### src/rtl/pwm_ramp_pkg.sv
// Shared types and constants for the PWM setpoint ramp controller.
package pwm_ramp_pkg;

    typedef enum logic [1:0] {
        IDLE,
        WAIT,
        STEP
    } ramp_state_t;

    localparam int unsigned SYNC_STAGES = 2;

endpackage

### src/rtl/tick_edge_sync.sv
// Brings the modulator's period strobe into the clk domain and emits one pulse per rising edge.
module tick_edge_sync
    import pwm_ramp_pkg::*;
(
    input  logic clk,
    input  logic nrst,
    input  logic d,
    output logic rise
);

    logic [SYNC_STAGES-1:0] sync_q;
    logic                   last_q;

    always_ff @(posedge clk or negedge nrst) begin
        if (!nrst) begin
            sync_q <= '0;
            last_q <= 1'b0;
        end else begin
            sync_q <= {sync_q[SYNC_STAGES-2:0], d};
            last_q <= sync_q[SYNC_STAGES-1];
        end
    end

    // A strobe held high for many cycles still yields a single pulse.
    assign rise = sync_q[SYNC_STAGES-1] & ~last_q;

endmodule

### src/rtl/pwm_ramp_controller.sv
// Ramps pwm_modulator's setpoint toward a commanded target, one bounded step every N PWM periods.
module pwm_ramp_controller
    import pwm_ramp_pkg::*;
#(
    parameter int unsigned          MOD_WIDTH     = 8,
    parameter int unsigned          STEP_WIDTH    = 8,
    parameter int unsigned          HOLD_WIDTH    = 8,
    parameter logic [MOD_WIDTH-1:0] INIT_SETPOINT = '0
) (
    input  logic                  clk,
    input  logic                  nrst,
    input  logic                  cmd_valid,
    output logic                  cmd_ready,
    input  logic [MOD_WIDTH-1:0]  cmd_target,
    input  logic [STEP_WIDTH-1:0] cmd_step,
    input  logic [HOLD_WIDTH-1:0] cmd_hold,
    input  logic                  abort,
    input  logic                  period_tick,
    output logic [MOD_WIDTH-1:0]  mod_setpoint,
    output logic                  ramp_busy,
    output logic                  ramp_done
);

    // Wide enough for an unwrapped |target - setpoint| and for the full step value.
    localparam int unsigned CW = (MOD_WIDTH + 1 > STEP_WIDTH) ? MOD_WIDTH + 1 : STEP_WIDTH;

    ramp_state_t           state_q, state_d;
    logic [MOD_WIDTH-1:0]  setpoint_q, setpoint_d;
    logic [MOD_WIDTH-1:0]  target_q, target_d;
    logic [STEP_WIDTH-1:0] step_q, step_d;
    logic [HOLD_WIDTH-1:0] hold_q, hold_d;
    logic [HOLD_WIDTH-1:0] hold_cnt_q, hold_cnt_d;
    logic                  done_q, done_d;

    logic                  tick_evt;
    logic [STEP_WIDTH-1:0] cmd_step_eff;
    logic [HOLD_WIDTH-1:0] cmd_hold_eff;
    logic [CW-1:0]         sp_ext, tgt_ext, step_ext, diff;
    logic                  going_up;

    tick_edge_sync u_tick_sync (
        .clk  (clk),
        .nrst (nrst),
        .d    (period_tick),
        .rise (tick_evt)
    );

    assign cmd_step_eff = (cmd_step == '0) ? STEP_WIDTH'(1) : cmd_step;
    assign cmd_hold_eff = (cmd_hold == '0) ? HOLD_WIDTH'(1) : cmd_hold;

    always_comb begin
        sp_ext   = CW'(setpoint_q);
        tgt_ext  = CW'(target_q);
        step_ext = CW'(step_q);
        going_up = (tgt_ext >= sp_ext);
        diff     = going_up ? (tgt_ext - sp_ext) : (sp_ext - tgt_ext);
    end

    always_comb begin
        state_d    = state_q;
        setpoint_d = setpoint_q;
        target_d   = target_q;
        step_d     = step_q;
        hold_d     = hold_q;
        hold_cnt_d = hold_cnt_q;
        done_d     = 1'b0;

        if (abort) begin
            state_d = IDLE;
        end else begin
            unique case (state_q)
                IDLE: begin
                    if (cmd_valid) begin
                        target_d   = cmd_target;
                        step_d     = cmd_step_eff;
                        hold_d     = cmd_hold_eff;
                        hold_cnt_d = cmd_hold_eff;
                        if (cmd_target == setpoint_q) begin
                            done_d = 1'b1;
                        end else begin
                            state_d = WAIT;
                        end
                    end
                end
                WAIT: begin
                    if (tick_evt) begin
                        hold_cnt_d = hold_cnt_q - HOLD_WIDTH'(1);
                        if (hold_cnt_q == HOLD_WIDTH'(1)) begin
                            state_d = STEP;
                        end
                    end
                end
                STEP: begin
                    // Final step clamps onto the target so extremes never wrap.
                    if (diff <= step_ext) begin
                        setpoint_d = target_q;
                        done_d     = 1'b1;
                        state_d    = IDLE;
                    end else begin
                        setpoint_d = going_up ? (setpoint_q + step_ext[MOD_WIDTH-1:0])
                                              : (setpoint_q - step_ext[MOD_WIDTH-1:0]);
                        hold_cnt_d = hold_q;
                        state_d    = WAIT;
                    end
                end
                default: state_d = IDLE;
            endcase
        end
    end

    always_ff @(posedge clk or negedge nrst) begin
        if (!nrst) begin
            state_q    <= IDLE;
            setpoint_q <= INIT_SETPOINT;
            target_q   <= INIT_SETPOINT;
            step_q     <= STEP_WIDTH'(1);
            hold_q     <= HOLD_WIDTH'(1);
            hold_cnt_q <= HOLD_WIDTH'(1);
            done_q     <= 1'b0;
        end else begin
            state_q    <= state_d;
            setpoint_q <= setpoint_d;
            target_q   <= target_d;
            step_q     <= step_d;
            hold_q     <= hold_d;
            hold_cnt_q <= hold_cnt_d;
            done_q     <= done_d;
        end
    end

    assign cmd_ready    = (state_q == IDLE);
    assign ramp_busy    = (state_q != IDLE);
    assign ramp_done    = done_q;
    assign mod_setpoint = setpoint_q;

endmodule

### config.mk
export PLATFORM = sky130hd
export DESIGN_NAME = pwm_ramp_controller
export DESIGN_NICKNAME = d
export VERILOG_FILES = /design/src/rtl/pwm_ramp_pkg.sv /design/src/rtl/tick_edge_sync.sv /design/src/rtl/pwm_ramp_controller.sv
export SDC_FILE = /design/constraint.sdc
export NUM_CORES = 1
export LEC_CHECK = 0
export ABC_AREA = 1
export CORE_ASPECT_RATIO = 0.8
export CORE_MARGIN = 2
export CORE_UTILIZATION = 35
export DETAILED_ROUTE_END_ITERATION = 16
export GPL_TIMING_DRIVEN = 0
export MAX_ROUTING_LAYER = met4
export RECOVER_POWER = 25
export SETUP_SLACK_MARGIN = 0.15
export SLEW_MARGIN = 20
export SYNTH_ARGS = -nofsm -noshare
export SYNTH_HDL_FRONTEND = slang
export SYNTH_SLANG_ARGS = --single-unit
### constraint.sdc
create_clock -name clk -period 3.8 [get_ports clk]
set_input_delay 0.38 -clock clk [delete_from_list [all_inputs] [get_ports clk]]
set_output_delay 0.38 -clock clk [all_outputs]
set_load 0.005 [all_outputs]
After elaboration in Yosys (flattened, before gate mapping)
Cells that the tools add are included.
- reduce and logical (&&, ||, !) cells: 9
- magnitude comparators: 2
- multiply operators: 0
- $add $sub $neg: 5
- equal/unequal tests: 11
- divide/modulo/power cells: 0
- bitwise gates (word level): 3
- shift-type cells: 0
- multiplexer cells: 21
- operators with widths (operator ; number):
    $mux 8 ; 7
    $pmux 8 s3 ; 1
    $sub 8x8->9 ; 2
    $logic_not 8->1 ; 2
    $mux 2 ; 5
    $le 9x8->1 ; 1
    $mux 9 ; 1
    $ne 3x3->1 const B ; 3
    $add 8x8->8 ; 1
    $eq 8x1->1 const B ; 1
    $eq 8x8->1 ; 1
    $ge 8x8->1 ; 1
    $sub 8x1->8 const B ; 1
    $sub 8x8->8 ; 1
    $ne 2x2->1 const B ; 3
    $pmux 2 s3 ; 1
    $mux 1 ; 5
    $reduce_and 5->1 ; 1
    $reduce_and 4->1 ; 1
    $ne 3x2->1 const B ; 1
    $reduce_and 3->1 ; 1
    $reduce_bool 3->1 ; 1
    $eq 2x1->1 const B ; 1
    $eq 2x2->1 const B ; 1
    other kinds (6) ; 7
- input port bits: 29
- memories: 0
- output and inout port bits: 11
- bits in latches: 0
- memory bits (writable): 0
- logic and storage cells: 60
- flip-flop bits (word level): 46
- bits in read-only memories: 0

Logic depth before layout (Yosys ltp)
- depth after elaboration: 6
- depth in mapped cells: 25
- depth with buffers taken out: 24

By module
From an unflattened synthesis, not the netlist that was laid out.
- cells, all modules: 545
- area, all modules: 3971.3 um^2
- by module, submodules not included (module ; cells each ; times used ; area an instance (um^2) ; sequential area each (um^2)):
    pwm_ramp_controller ; 540 ; 1 ; 3886.2 ; 1079.8
    tick_edge_sync ; 5 ; 1 ; 85.1 ; 75.1

Worst setup path before layout
Ideal clock, no wire load.
- path type: reg2reg
- from: register setpoint_q[1] (netlist: mod_setpoint[1])
- to: register hold_cnt_q[6]
- stages on the path, launching flop included: 23
- setup time: 0.123 ns
- clock period less this slack: 3.159 ns
- arrival: 3.035 ns
- slack: 0.641 ns
- buffers on the path: 2
- data required time: 3.677 ns
- cell sequence: dfrtp_1 -> inv_1 -> ha_1 -> nand2_1 -> nor2_1 -> and2_4 -> nor2_4 -> nand2_4 -> buf_4 -> o21ai_1 -> xor2_1 -> inv_1 -> ha_1 -> a21oi_1 -> o21ai_0 -> nand2_1 -> nand2_1 -> nand2_2 -> nand3_4 -> nand2_4 -> buf_12 -> nand2_2 -> o21ai_2
- word-level cells in the longest chain between the ends: 5
- elaborated cells on any way between the ends: 7
- classes of those cells: add/sub (2); order compare (2); eq/ne (1); mux (1); reduce/logical (1)
- RTL lines (element ; line ; source):
    start: declaration ; pwm_ramp_controller.sv:28 ; logic [MOD_WIDTH-1:0] setpoint_q, setpoint_d;
    start signal: assignment ; pwm_ramp_controller.sv:122 ; setpoint_q <= setpoint_d;
    $sub 8x8->9 / $ge 8x8->1 (equally long branches) ; pwm_ramp_controller.sv:56, pwm_ramp_controller.sv:55 ;
    $mux 9 * ; pwm_ramp_controller.sv:56 ; diff = going_up ? (tgt_ext - sp_ext) : (sp_ext - tgt_ext);
    $le 9x8->1 * ; pwm_ramp_controller.sv:95 ; if (diff <= step_ext) begin
    $ne 2x2->1 (no source line) * ; - ;
    $reduce_and 5->1 (no source line) * ; - ;
    end signal: assignment ; pwm_ramp_controller.sv:126 ; hold_cnt_q <= hold_cnt_d;
    end: declaration ; pwm_ramp_controller.sv:32 ; logic [HOLD_WIDTH-1:0] hold_cnt_q, hold_cnt_d;
Mark *: on every way between the ends. The rest lies on a longest branch, timed or not.
A chain may end at the register's enable or synchronous reset.

Final worst setup path
- from: register setpoint_q[5] (netlist: mod_setpoint[5])
- to: register setpoint_q[7] (netlist: mod_setpoint[7])
- word-level cells in the longest chain between the ends: 4
- elaborated cells on any way between the ends: 9
- classes of those cells: add/sub (4); order compare (2); mux (3)
- RTL lines (element ; line):
    $sub 8x8->9 / $ge 8x8->1 (equally long branches) ; pwm_ramp_controller.sv:56, pwm_ramp_controller.sv:55
    $mux 9 ; pwm_ramp_controller.sv:56
    $le 9x8->1 ; pwm_ramp_controller.sv:95
    $mux 8 * ; pwm_ramp_controller.sv:95
Marks and branches as above.

==> results.json <==
{
  "status": "complete, but fails checks",
  "violations": "max-capacitance violations, max-slew violations",
  "num-nets-final": 675,
  "cts_made_buffers": 5,
  "grt_pass1_vias": 3440,
  "crit_arrival_ns": 3.59,
  "cts_tree": "yes",
  "drtPass1Iterations": 4,
  "critical_path_required_ns": 3.98,
  "setup.worst_path.end_class": "flop",
  "dp_cells": 725,
  "groute.usage.overall_pct": 18.4,
  "ys_types": 39,
  "cts.path.max_buffers": 2,
  "wire_per_inst_microns": 14.3,
  "synth_warnings": 0,
  "grt_max_degree": 31,
  "clk_pin_slew_ns": 0.07,
  "clock.fmax_mhz": 293,
  "syn_nets": 612,
  "cp_max_fo": 10,
  "final.min_clock_period_ns": 3.41,
  "place_congestion": 0.953,
  "grt_pass1_wl_mm": 17.0,
  "drive_gt1_share_pct": 12.6,
  "reg2reg_slack_ns": 0.39,
  "crit_path_frequent_cell": "nand2_1",
  "ys_seq_area_share_pct": 29.4,
  "fin_skew_ns": 0.00711,
  "io_pins": 40,
  "slew_headroom_pct": -13.6,
  "rsz0062_at_grt": "no",
  "fp.dieH_microns": 98.7,
  "critical_path_class": "flop to flop",
  "vias_per_cell": 4.91,
  "insertion_delay_ns": 0.29,
  "wl_mm": 10.7,
  "root_buffer": "clkbuf_16",
  "totalNegativeSetupSlack_ns": 0,
  "synth.cell_area_sq_um": 3920,
  "synth_area_per_cell_sq_um": 7.25,
  "drv_cap": 1,
  "antenna_left": 0,
  "fin_ws_ns": 0.387,
  "cpMaxStageDelayCell": "dfrtp_1",
  "area_growth_pct": 23.7,
  "io_buffer_count": 39,
  "cts_max_level": 2,
  "fin_cells": 749,
  "final_util_pct": 44.6,
  "die_w_microns": 122,
  "start_util_pct": 36.0,
  "rows": 34,
  "clock-sinks": 46,
  "grt_overflow": 0,
  "core_region_area_sq_um": 10900,
  "num_vias": 3676,
  "tightest_slew_ns": 1.70,
  "fin_crit_sh_pct": 89.8,
  "cpPeakStageDelay_ns": 0.37,
  "hold_viol_final": 0,
  "drtIter0Drc": 250,
  "min_path_type": "input port to async pin",
  "maxSlewViolCount": 31,
  "synth-seq-cells": 46,
  "dp_slack_ns": 0.106,
  "antenna_found_initial": 0,
  "num_antenna_cells": 0,
  "dpl.hpwl_mm": 8.19,
  "die_area_sq_um": 12100,
  "start_kind": "flop",
  "syn-instance-count": 541,
  "setup_viol": 0,
  "drc_errors": 0,
  "cts_hold_buf": 0
}
==> state kept, by name, summed over array words and instances (netlist names) <==
| signal | flops |
|---|---|
| ramp_done | 1 |
| u_tick_sync.last_q | 1 |
| u_tick_sync.sync_q | 2 |
| hold_cnt_q | 8 |
| step_q | 8 |
| hold_q | 8 |
| target_q | 8 |
| mod_setpoint | 8 |
| state_q | 2 |
==> critical path, delay by kind of cell, from the launching register on <==
| family | cells | cell delay [ns] |
|---|---|---|
| AO/OA/AOI/OAI | 3 | 0.34 |
| buffers and inverters | 6 | 0.70 |
| XOR/XNOR | 1 | 0.13 |
| adder cells (fa/ha/maj) | 2 | 0.61 |
| flip-flops | 1 | 0.37 |
| AND/OR/NAND/NOR | 13 | 1.14 |
==> cells in the mapped netlist, drive strengths merged <==
master / instances / share of area, %
xnor2: 5 / 1.1
nor3: 6 / 0.77
or2: 3 / 0.48
o211ai: 2 / 0.38
nor4: 1 / 0.16
a21oi: 25 / 3.3
xor2: 16 / 3.6
nand4: 9 / 1.4
a21o: 2 / 0.38
nor2: 23 / 2.5
buf: 7 / 1.7
dfstp: 3 / 2.0
a211oi: 2 / 0.38
nand2: 150 / 16
and2: 1 / 0.22
ha: 39 / 12
dfrtp: 43 / 27
nand3: 39 / 5.6
o21bai: 1 / 0.19
clkbuf: 6 / 0.57
a31o: 1 / 0.22
a31oi: 5 / 0.80
o21ai: 61 / 8.5
fa: 3 / 1.5
inv: 88 / 8.4
==> cell families (layout without fill, tap and decap cells) <==
kind of cell	count (synthesis)	count (layout)	share of synthesized area [%]
xor gates and xnor gates	21	21	4.69
DFF	46	46	29.4
and+or+nand+nor	232	232	27.0
adders and majority gates	42	42	14.0
AOI/OAI and AO/OA	99	99	14.2
buffers and inverters	101	165	10.7
==> cell usage in the layout (no fill, tap or decap), drive strengths merged, types with 5 or more instances in the layout <==
cell type and count:
nand2 150, inv 88, o21ai 61, dfrtp 43, ha 39, nand3 39, clkdlybuf4s50 37, a21oi 25
nor2 23, buf 22, xor2 16, clkbuf 15, nand4 9, nor3 6, a31oi 5, xnor2 5
==> worst paths after layout <==
path	startpoint	end	cells past startpoint
setup / recovery	mod_setpoint[5]	mod_setpoint[7]	25
hold / removal	nrst	hold_cnt_q[4]	1
setup reg to reg	mod_setpoint[5]	mod_setpoint[7]	25
hold reg to reg	u_tick_sync.sync_q[0]	u_tick_sync.sync_q[1]	0
max in group asynchronous	nrst	mod_setpoint[4]	2
min in group clk	u_tick_sync.sync_q[0]	u_tick_sync.sync_q[1]	0
==> final cells by class <==
type | instances | area, sq um
fill | 1117 | 6040
multi-input combinational | 394 | 2390
sequential | 46 | 1160
timing repair buffer | 56 | 526
inverter | 88 | 333
tap | 144 | 180
clock buffer | 6 | 129
buffer | 13 | 97.6
clock inverter | 2 | 37.5
==> routing by layer <==
| metal | wire [microns] | global-route usage, % | share of wire [%] | vias up |
|---|---|---|---|---|
| li1 | - | - | - | 1865 |
| met1 | 5700 | 28.5 | 53 | 1711 |
| met2 | 4280 | 24.4 | 40 | 93 |
| met3 | 613 | 3.99 | 5.7 | 7 |
| met4 | 86 | 3.45 | 0.81 | 0 |
| met5 | 0 | - | 0 | - |
==> stage by stage <==
stage | hold slack, ns | instance area, sq um
2_1_floorplan | 0.0844 | 3920
3_3_place_gp | 0.336 | 4490
3_5_place_dp | 0.335 | 4510
4_1_cts | 0.0229 | 4680
5_1_grt | 0.269 | 4850
6_report | 0.199 | 4850
==> timing repair <==
action,4_1_cts,5_1_grt
cloned,0,1
endpoints found under the hold margin,0,0
setup buffers,0,15
endpoints found under the setup margin,16,18
pin swaps,0,7
resized for setup,2,17
Power is not shown: default switching activity piles up to over one toggle a cycle in this logic, so the estimate is an artifact.
